### src/rtl/led_display_driver_pkg.sv
// Shared definitions for the board-level seven-segment display blocks.
//
// Contents:
//   digit_idx_t : 3-bit index of one of the eight scanned digits
//   SEG_HEX     : active-low seg[6:0] ({g,f,e,d,c,b,a}) pattern for each nibble value 0..F
//   SEG_BLANK   : active-low seg[6:0] pattern with every segment off
//   AN_RESET    : digit-enable value held while in reset (digit 0 enabled)
//   SEG_RESET   : segment value held while in reset (shows "0", decimal point off)
package led_display_driver_pkg;

  typedef logic [2:0] digit_idx_t;

  localparam logic [6:0] SEG_HEX [16] = '{
    7'h40, 7'h79, 7'h24, 7'h30, 7'h19, 7'h12, 7'h02, 7'h78,
    7'h00, 7'h10, 7'h08, 7'h03, 7'h46, 7'h21, 7'h06, 7'h0E
  };

  localparam logic [6:0] SEG_BLANK = 7'h7F;
  localparam logic [7:0] AN_RESET  = 8'hFE;
  localparam logic [7:0] SEG_RESET = 8'hC0;

endpackage

### src/rtl/seg_decoder.sv
// Combinational nibble-to-seven-segment lookup.
//
// Ports:
//   nibble : input  [3:0] hex digit to display
//   seg    : output [6:0] active-low segments {g,f,e,d,c,b,a}
module seg_decoder
  import led_display_driver_pkg::*;
(
  input  logic [3:0] nibble,
  output logic [6:0] seg
);

  assign seg = SEG_HEX[nibble];

endmodule

### src/rtl/led_display_driver.sv
// Eight-digit multiplexed seven-segment display driver.
//
// A prescaler produces one tick every SCAN_DIV clocks; each tick advances the
// scanned digit. The displayed value is latched into a shadow register once per
// frame (when the digit index wraps 7->0) so a frame never mixes two values.
// While halt is high, the decimal point of digit 0 blinks with a half-period of
// BLINK_FRAMES frames.
//
// Parameters:
//   SCAN_DIV     : clk cycles per digit slot (>= 1)
//   BLINK_FRAMES : frames per half-period of the halt blink (>= 1)
//
// Ports:
//   clk     : input        rising-edge clock
//   rst     : input        asynchronous active-high reset
//   ledData : input  [31:0] value to display, digit 0 = least-significant nibble
//   halt    : input        CPU halted indicator
//   an      : output [7:0]  active-low digit enables, bit i = digit i
//   seg     : output [7:0]  active-low segments {dp,g,f,e,d,c,b,a}
//
// Build option:
//   LED_DISPLAY_BLANK_EN : when defined, leading-zero digits (other than digit 0)
//                          are blanked.
module led_display_driver
  import led_display_driver_pkg::*;
#(
  parameter int SCAN_DIV     = 50000,
  parameter int BLINK_FRAMES = 64
) (
  input  logic        clk,
  input  logic        rst,
  input  logic [31:0] ledData,
  input  logic        halt,
  output logic [7:0]  an,
  output logic [7:0]  seg
);

  localparam int PW = (SCAN_DIV > 1) ? $clog2(SCAN_DIV) : 1;
  localparam int BW = (BLINK_FRAMES > 1) ? $clog2(BLINK_FRAMES) : 1;

  logic [PW-1:0] pre_cnt;
  logic          tick;
  logic          wrap;
  digit_idx_t    idx;
  logic [31:0]   shadow;
  logic [BW-1:0] blink_cnt;
  logic          blink;
  logic          halt_d;

  logic [3:0]    nibble;
  logic [6:0]    hex_pat;
  logic          blank;
  logic          dp_n;

  assign tick = (pre_cnt == PW'(SCAN_DIV - 1));
  assign wrap = tick && (idx == 3'd7);

  // Prescaler, digit scan and frame-coherent shadow capture.
  // NOTE: sequential state uses non-blocking assignments so every register
  // samples the pre-edge values of the others, independent of statement order.
  always_ff @(posedge clk or posedge rst) begin
    if (rst) begin
      pre_cnt <= '0;
      idx     <= '0;
      shadow  <= '0;
    end else begin
      pre_cnt <= tick ? '0 : pre_cnt + PW'(1);
      if (tick) begin
        idx <= idx + 3'd1;
      end
      if (wrap) begin
        shadow <= ledData;
      end
    end
  end

  // Halt blink. A wrap only counts when halt was already high on the previous
  // cycle, so a halt that rises together with a wrap starts the count at 0.
  always_ff @(posedge clk or posedge rst) begin
    if (rst) begin
      halt_d    <= 1'b0;
      blink_cnt <= '0;
      blink     <= 1'b0;
    end else begin
      halt_d <= halt;
      if (!halt) begin
        blink_cnt <= '0;
        blink     <= 1'b0;
      end else if (wrap && halt_d) begin
        if (blink_cnt == BW'(BLINK_FRAMES - 1)) begin
          blink_cnt <= '0;
          blink     <= ~blink;
        end else begin
          blink_cnt <= blink_cnt + BW'(1);
        end
      end
    end
  end

  // NOTE: every signal driven here gets a value on every path (defaults first),
  // so no latch can be inferred.
  always_comb begin
    nibble = shadow[{idx, 2'b00} +: 4];
    blank  = 1'b0;
`ifdef LED_DISPLAY_BLANK_EN
    // Blank a digit when it and every more-significant nibble are zero.
    blank  = (idx != 3'd0) && ((shadow >> {idx, 2'b00}) == 32'd0);
`endif
    dp_n   = !((idx == 3'd0) && halt && blink);
  end

  seg_decoder u_seg_decoder (
    .nibble (nibble),
    .seg    (hex_pat)
  );

  // Registered outputs: they follow idx/shadow one cycle later.
  always_ff @(posedge clk or posedge rst) begin
    if (rst) begin
      an  <= AN_RESET;
      seg <= SEG_RESET;
    end else begin
      an  <= ~(8'd1 << idx);
      seg <= {dp_n, blank ? SEG_BLANK : hex_pat};
    end
  end

endmodule

### config.mk
export PLATFORM = sky130hd
export DESIGN_NAME = led_display_driver
export DESIGN_NICKNAME = d
export VERILOG_FILES = /design/src/rtl/led_display_driver_pkg.sv /design/src/rtl/seg_decoder.sv /design/src/rtl/led_display_driver.sv
export SDC_FILE = /design/constraint.sdc
export NUM_CORES = 1
export LEC_CHECK = 0
export ABC_AREA = 1
export ABC_CLOCK_PERIOD_IN_PS = 2500
export BUFFER_PORTS_ARGS = -buffer_cell sky130_fd_sc_hd__buf_2
export CAP_MARGIN = 20
export CELL_PAD_IN_SITES_DETAIL_PLACEMENT = 0
export CELL_PAD_IN_SITES_GLOBAL_PLACEMENT = 2
export CORE_MARGIN = 4
export CORE_UTILIZATION = 30
export CTS_CLUSTER_DIAMETER = 120
export CTS_CLUSTER_SIZE = 14
export DETAILED_ROUTE_END_ITERATION = 6
export GPL_ROUTABILITY_DRIVEN = 0
export PLACE_DENSITY_LB_ADDON = 0.15
export SLEW_MARGIN = 20
export SYNTH_ARGS = -nofsm -noshare
export SYNTH_HDL_FRONTEND = slang
export SYNTH_SLANG_ARGS = --single-unit
### constraint.sdc
create_clock -name clk -period 2.5 [get_ports clk]
set_input_delay 0.375 -clock clk [delete_from_list [all_inputs] [get_ports clk]]
set_output_delay 0.375 -clock clk [all_outputs]
set_load 0.02 [all_outputs]
---- Word-level counts from Yosys, hierarchy flattened ----
Memories as Yosys holds them, arrays and structs flattened. A register that Yosys moved wholly into a read port is not among the register bits.
Cells that the tools add are included.
storage, ports and cells
  flip-flop bits (word level) ............. 75
  bits in read-only memories .............. 112
  output and inout bits ................... 16
  memories ................................ 1
memories
  memory           depth  width  read ports  clocked after memory_dff  wr ports  line               text
  (no name shown)  16     7      1           1                         0         seg_decoder.sv:13  assign seg = SEG_HEX[nibble];
operators by class
  $add $sub $neg .......................... 3
  $lt $le $gt $ge ......................... 1
  equality and inequality tests ........... 5
  shift operators ......................... 2
  muxes and demuxes ....................... 9
  bitwise gates (word level) .............. 3
  reductions and logical operators ........ 7
operator list
  cell                                                    count
  indexed part select 32 x 6 -> 4 bit                     1
  two-way mux 6 bit                                       3
  adder 16 x 1 -> 16 bit (second input constant)          1
  equality test 16 bit (second input constant)            1
  two-way mux 16 bit                                      1
  two-way mux 7 bit                                       2
  inverter 8 bit                                          1
  left shift 1 x 3 -> 8 bit (first input constant)        1
  adder 6 x 1 -> 6 bit (second input constant)            1
  equality test 6 bit (second input constant)             1
  >= comparator 5 bit (second input constant)             1
  inverter 4 -> 5 bit                                     1
  logical AND 1 bit                                       4
  inequality test 2 x 1 -> 1 bit (second input constant)  2
  adder 3 x 1 -> 3 bit (second input constant)            1
  equality test 3 bit (second input constant)             1
  zero test 3 bit                                         1
  two-way mux 1 bit                                       3
  AND reduction 2 bit                                     1
  zero test 1 bit                                         1
  inverter 1 bit                                          1

---- Logic depth before layout (Yosys ltp) ----
  depth after elaboration ................. 5
  mapped depth ............................ 14
  mapped depth without buffers ............ 12

---- By module ----
Synthesis repeated with hierarchy kept, for this count alone.
unflattened totals
  cell total of the unflattened synthesis .. 446
  area total of the unflattened synthesis .. 3774.9 um^2
modules (own cells, without submodules)
  module              times used  cells an instance  area each (um^2)  seq. area each (um^2)
  led_display_driver  1           397                3500.9            1888.1
  seg_decoder         1           49                 274.0             0.0

---- Worst setup path after synthesis ----
Ideal clock, no wire load.
  path type ............................... flip-flop to flip-flop
  start ................................... register idx[0]
  end ..................................... register seg[3]
  library setup time ...................... 0.117 ns
  arrival time ............................ 1.587 ns
  path slack .............................. 0.796 ns
  stages on the path, launching flop included .. 14
  buffers on the path ..................... 2
  cells stage by stage .................... dfrtp_1 buf_4 inv_4 buf_6 nand2_1 nand3_1 nand3_1 nand2_1 inv_1 ha_1 nand3_1 nand2_1 nand2_1 nand2_1
between the ends
  longest elaborated chain between the ends .. 2
ends and longest elaborated chain
  item                                       line                       text
  start, declared                            led_display_driver.sv:44   digit_idx_t idx;
  start signal, assigned                     led_display_driver.sv:69   idx <= idx + 3'd1;
  indexed part select 32 x 6 -> 4 bit        led_display_driver.sv:103  nibble = shadow[{idx, 2'b00} +: 4];
  inverter 4 -> 5 bit (implied by the code)  seg_decoder.sv:13
  end, declared                              led_display_driver.sv:35   output logic [7:0] seg
No other way between the ends.
A chain may end at the register's enable or synchronous reset.

---- Final worst setup path ----
  start ................................... register idx[0]
  end ..................................... register seg[0]
The elaborated chain is that of the path after synthesis.

==> run_results.csv <==
group,metric,value,unit
setup_path,path_common_cell,"nand3_1",
setup_path,end_kind,"flop",
cells_and_area,fillers,1341,
detailed_routing,viasPerCell,4.24,
cells_and_area,final_util,0.362,
clock_network,cts-resized-gates,0,
placed_design,pre_cts_slack,0.608,ns
placed_design,dp_cells,686,
sta,period_needed,1.92,ns
setup_path,slowest_stage,"dfrtp_1",
sta,final-hold-violation-count,0,
clock_network,cts_tree,"done",
clock_network,clock_sinks,75,
sta,max_clock_freq,520,MHz
power,clkPwrFrac,0.497,
power,power.switching,554,µW
synth,synth_area_per_cell,8.23,µm²
run_status,status,"finished clean",
placed_design,dp_hpwl,6.17,mm
sta,slew_viol_final,0,
die,rows,41,
grt,grt_use_total,0.125,
cells_and_area,area_growth,18.3,%
detailed_routing,first_iter_violations,120,
detailed_routing,drtAntennaViolNets,0,
detailed_routing,drt-pass1-iter-count,4,
die,start_util,0.306,
die,fp.coreArea,0.0127,mm²
clock_network,ctsLongestPathBuffers,2,
grt,grt_use_met1,0.175,
setup_path,worstPathRequired,2.72,ns
sta,relSlewSlack,0.672,
synth,yosys_warnings,0,
detailed_routing,drc_errors,0,
grt,antenna_found_initial,0,
setup_path,criticalPathCategory,"reg -> reg",
setup_path,slowest_delay,0.46,ns
clock_network,postCtsHoldBufs,0,
power,p_seq_frac,0.470,
grt,grt_pass1_vias,2943,
sta,rsz0062_at_grt,"false",
cells_and_area,layout-drive-gt1-share,0.223,
grt,grt_start_max_net_pins,63,
detailed_routing,num_vias,2973,
detailed_routing,routed_wl,8.34,mm
power,p_int,2.05,mW
setup_path,path_cells,"buf_4 > nand2_1 > nand3_1 > nand3_1 > nand2_1 > inv_2 > ha_1 > inv_1 > nand3_1 > nand3_1 > nand2_1",
power,total_power,2.61,mW
synth,seq_area_frac_synth,0.486,
synth,synth_area,0.00388,mm²
worst_hold_path,hold_class,"in -> async",
die,die_x,122,µm
setup_path,startpoint_type,"flop",
grt,met3_usage,0.0362,
sta,fin_crit_sh,0.770,
clock_network,post_cts_buffers,0,
cells_and_area,antenna_cells,0,
die,io_pins,51,
clock_network,cts.htree.levels,3,
sta,tns,0,ns
synth,synth_fp_nets,520,
synth,synth_seq_cells,75,
sta,worst_slew_pin_slew,0.491,ns
clock_network,root_buffer,"clkbuf_16",
grt,grt_pass1_wl,14.5,mm
power,cellPowerDensity,568,mW/mm²
grt,gr-total-overflow,0,
sta,worst_slack,0.575,ns
clock_network,clk_pin_slew,0.06,ns
placed_design,portBuffers,50,
power,leakage,2.48,nW
die,die_height,122,µm
grt,top_usage_layer,"met2",
synth,syn_inst,472,
die,dieArea,0.0148,mm²
grt,use_met2,0.183,
job,cap_violations,0,
power,comb_power_share,0.033,
cells_and_area,final_nets,573,
cells_and_area,instances_no_fill,702,
detailed_routing,avgRoutedWirePerCell,11.9,µm
power,vdd_drop_max,0.000227,V
setup_path,arrival,2.15,ns
synth,synth_cell_type_count,31,
clock_network,cts_buffers,9,
sta,setup_viol,0,
power,p_sw_frac,0.212,
sta,fin_worst_skew,0.00879,ns
clock_network,clock_latency,0.34,ns
setup_path,crit_path_max_fanout,17,
[placed cells by master (no fill, tap or decap), drive strengths merged]
master,Yosys,layout
nor3,4,4
a2bb2oi,1,1
a21oi,2,2
dfrtp,66,66
bufinv,0,1
clkinvlp,0,1
o21ai,43,43
or2,1,1
dfstp,9,9
nand3b,1,1
o21a,2,2
clkinv,1,3
nand3,40,40
xor2,8,8
nand4,6,6
inv,77,77
nor3b,1,1
ha,13,13
buf,12,55
nand2,145,145
and3,1,1
nor2,38,38
clkbuf,1,12
[worst max-delay path: cells and delay by family, from the launching register on]
kind	cells	cell delay (ns)
buf+inv	3	0.44
simple gates	7	0.68
fa+ha+maj	1	0.22
flops	1	0.46
[flip-flops by register name, summed over array words and instances (netlist names)]
signal and count:
an 8, blink 1, blink_cnt 6, halt_d 1
idx 3, pre_cnt 16, seg 8, shadow 32
[power by group through the flow]
stage | registers (mW) | clock network (mW) | logic [mW]
2_1_floorplan | 1.25 | 0 | 0.0428
6_report | 1.23 | 1.30 | 0.0864
3_5_place_dp | 1.25 | 0 | 0.0910
3_3_place_gp | 1.25 | 0 | 0.0910
4_1_cts | 1.23 | 1.34 | 0.0913
5_1_grt | 1.23 | 1.39 | 0.102
[routing by layer]
| layer | vias up | wire length (µm) |
|---|---|---|
| met2 | 51 | 3620 |
| met3 | 10 | 372 |
| li1 | 1561 | - |
| met5 | - | 0 |
| met1 | 1351 | 4220 |
| met4 | 0 | 128 |
[synth_stat cells]
library cell / instances / share of area
clkbuf_1: 1 / 0.00097
dfrtp_1: 66 / 0.43
nand3b_1: 1 / 0.0019
o21ai_0: 8 / 0.010
inv_4: 1 / 0.0016
nor3_1: 4 / 0.0052
and3_1: 1 / 0.0016
nor3b_1: 1 / 0.0019
xor2_1: 8 / 0.018
clkinv_1: 1 / 0.00097
a2bb2oi_1: 1 / 0.0023
nor2_4: 2 / 0.0058
o21ai_2: 23 / 0.052
nand3_2: 3 / 0.0077
buf_4: 1 / 0.0019
nor2_2: 1 / 0.0016
or2_2: 1 / 0.0016
nand2_1: 141 / 0.14
o21ai_1: 12 / 0.015
nand4_1: 6 / 0.0097
ha_1: 13 / 0.042
o21a_1: 2 / 0.0039
nand3_1: 37 / 0.048
dfstp_2: 9 / 0.061
nand2_2: 4 / 0.0064
inv_1: 72 / 0.070
buf_2: 3 / 0.0039
a21oi_1: 2 / 0.0026
inv_2: 4 / 0.0039
buf_6: 8 / 0.023
nor2_1: 35 / 0.034
[worst paths after layout]
kind,start,end,slack [ns],depth (start not counted)
setup / recovery,idx[0],seg[0],0.58,11
hold / removal,rst,blink_cnt[3],0.06,2
setup reg to reg,idx[0],seg[0],0.58,11
hold reg to reg,pre_cnt[0],pre_cnt[0],0.47,1
max in group asynchronous,rst,seg[6],1.78,3
min in group clk,halt,halt_d,0.26,1
[logic make-up (layout without fill, tap and decap cells)]
kind of cell    Yosys count  after routing  share of synthesized area
xor+xnor                  8              8                     0.0180
buf+inv                  91            149                      0.106
simple gates            237            237                      0.261
compound gates           48             48                     0.0864
flops                    75             75                      0.486
fa+ha+maj                13             13                     0.0419
[metrics by stage]
step	hold WS [ns]	instance area, µm²
4_1_cts	0.0656	4590
3_3_place_gp	0.437	4290
6_report	0.0565	4590
3_5_place_dp	0.435	4290
5_1_grt	0.0902	4590
2_1_floorplan	0.406	3880
[area by class of cell]
| cell class | count | area [µm²] | share of cell area |
|---|---|---|---|
| Timing Repair Buffer | 55 | 313 | 0.0681 |
| Sequential cell | 75 | 1890 | 0.411 |
| Clock buffer | 12 | 246 | 0.0537 |
| Multi-Input combinational cell | 306 | 1580 | 0.345 |
| Clock inverter | 4 | 51.3 | 0.0112 |
| Tap cell | 172 | 215 | 0.0469 |
| Inverter | 78 | 295 | 0.0643 |
No activity file was read; power rests on OpenSTA's default activity.
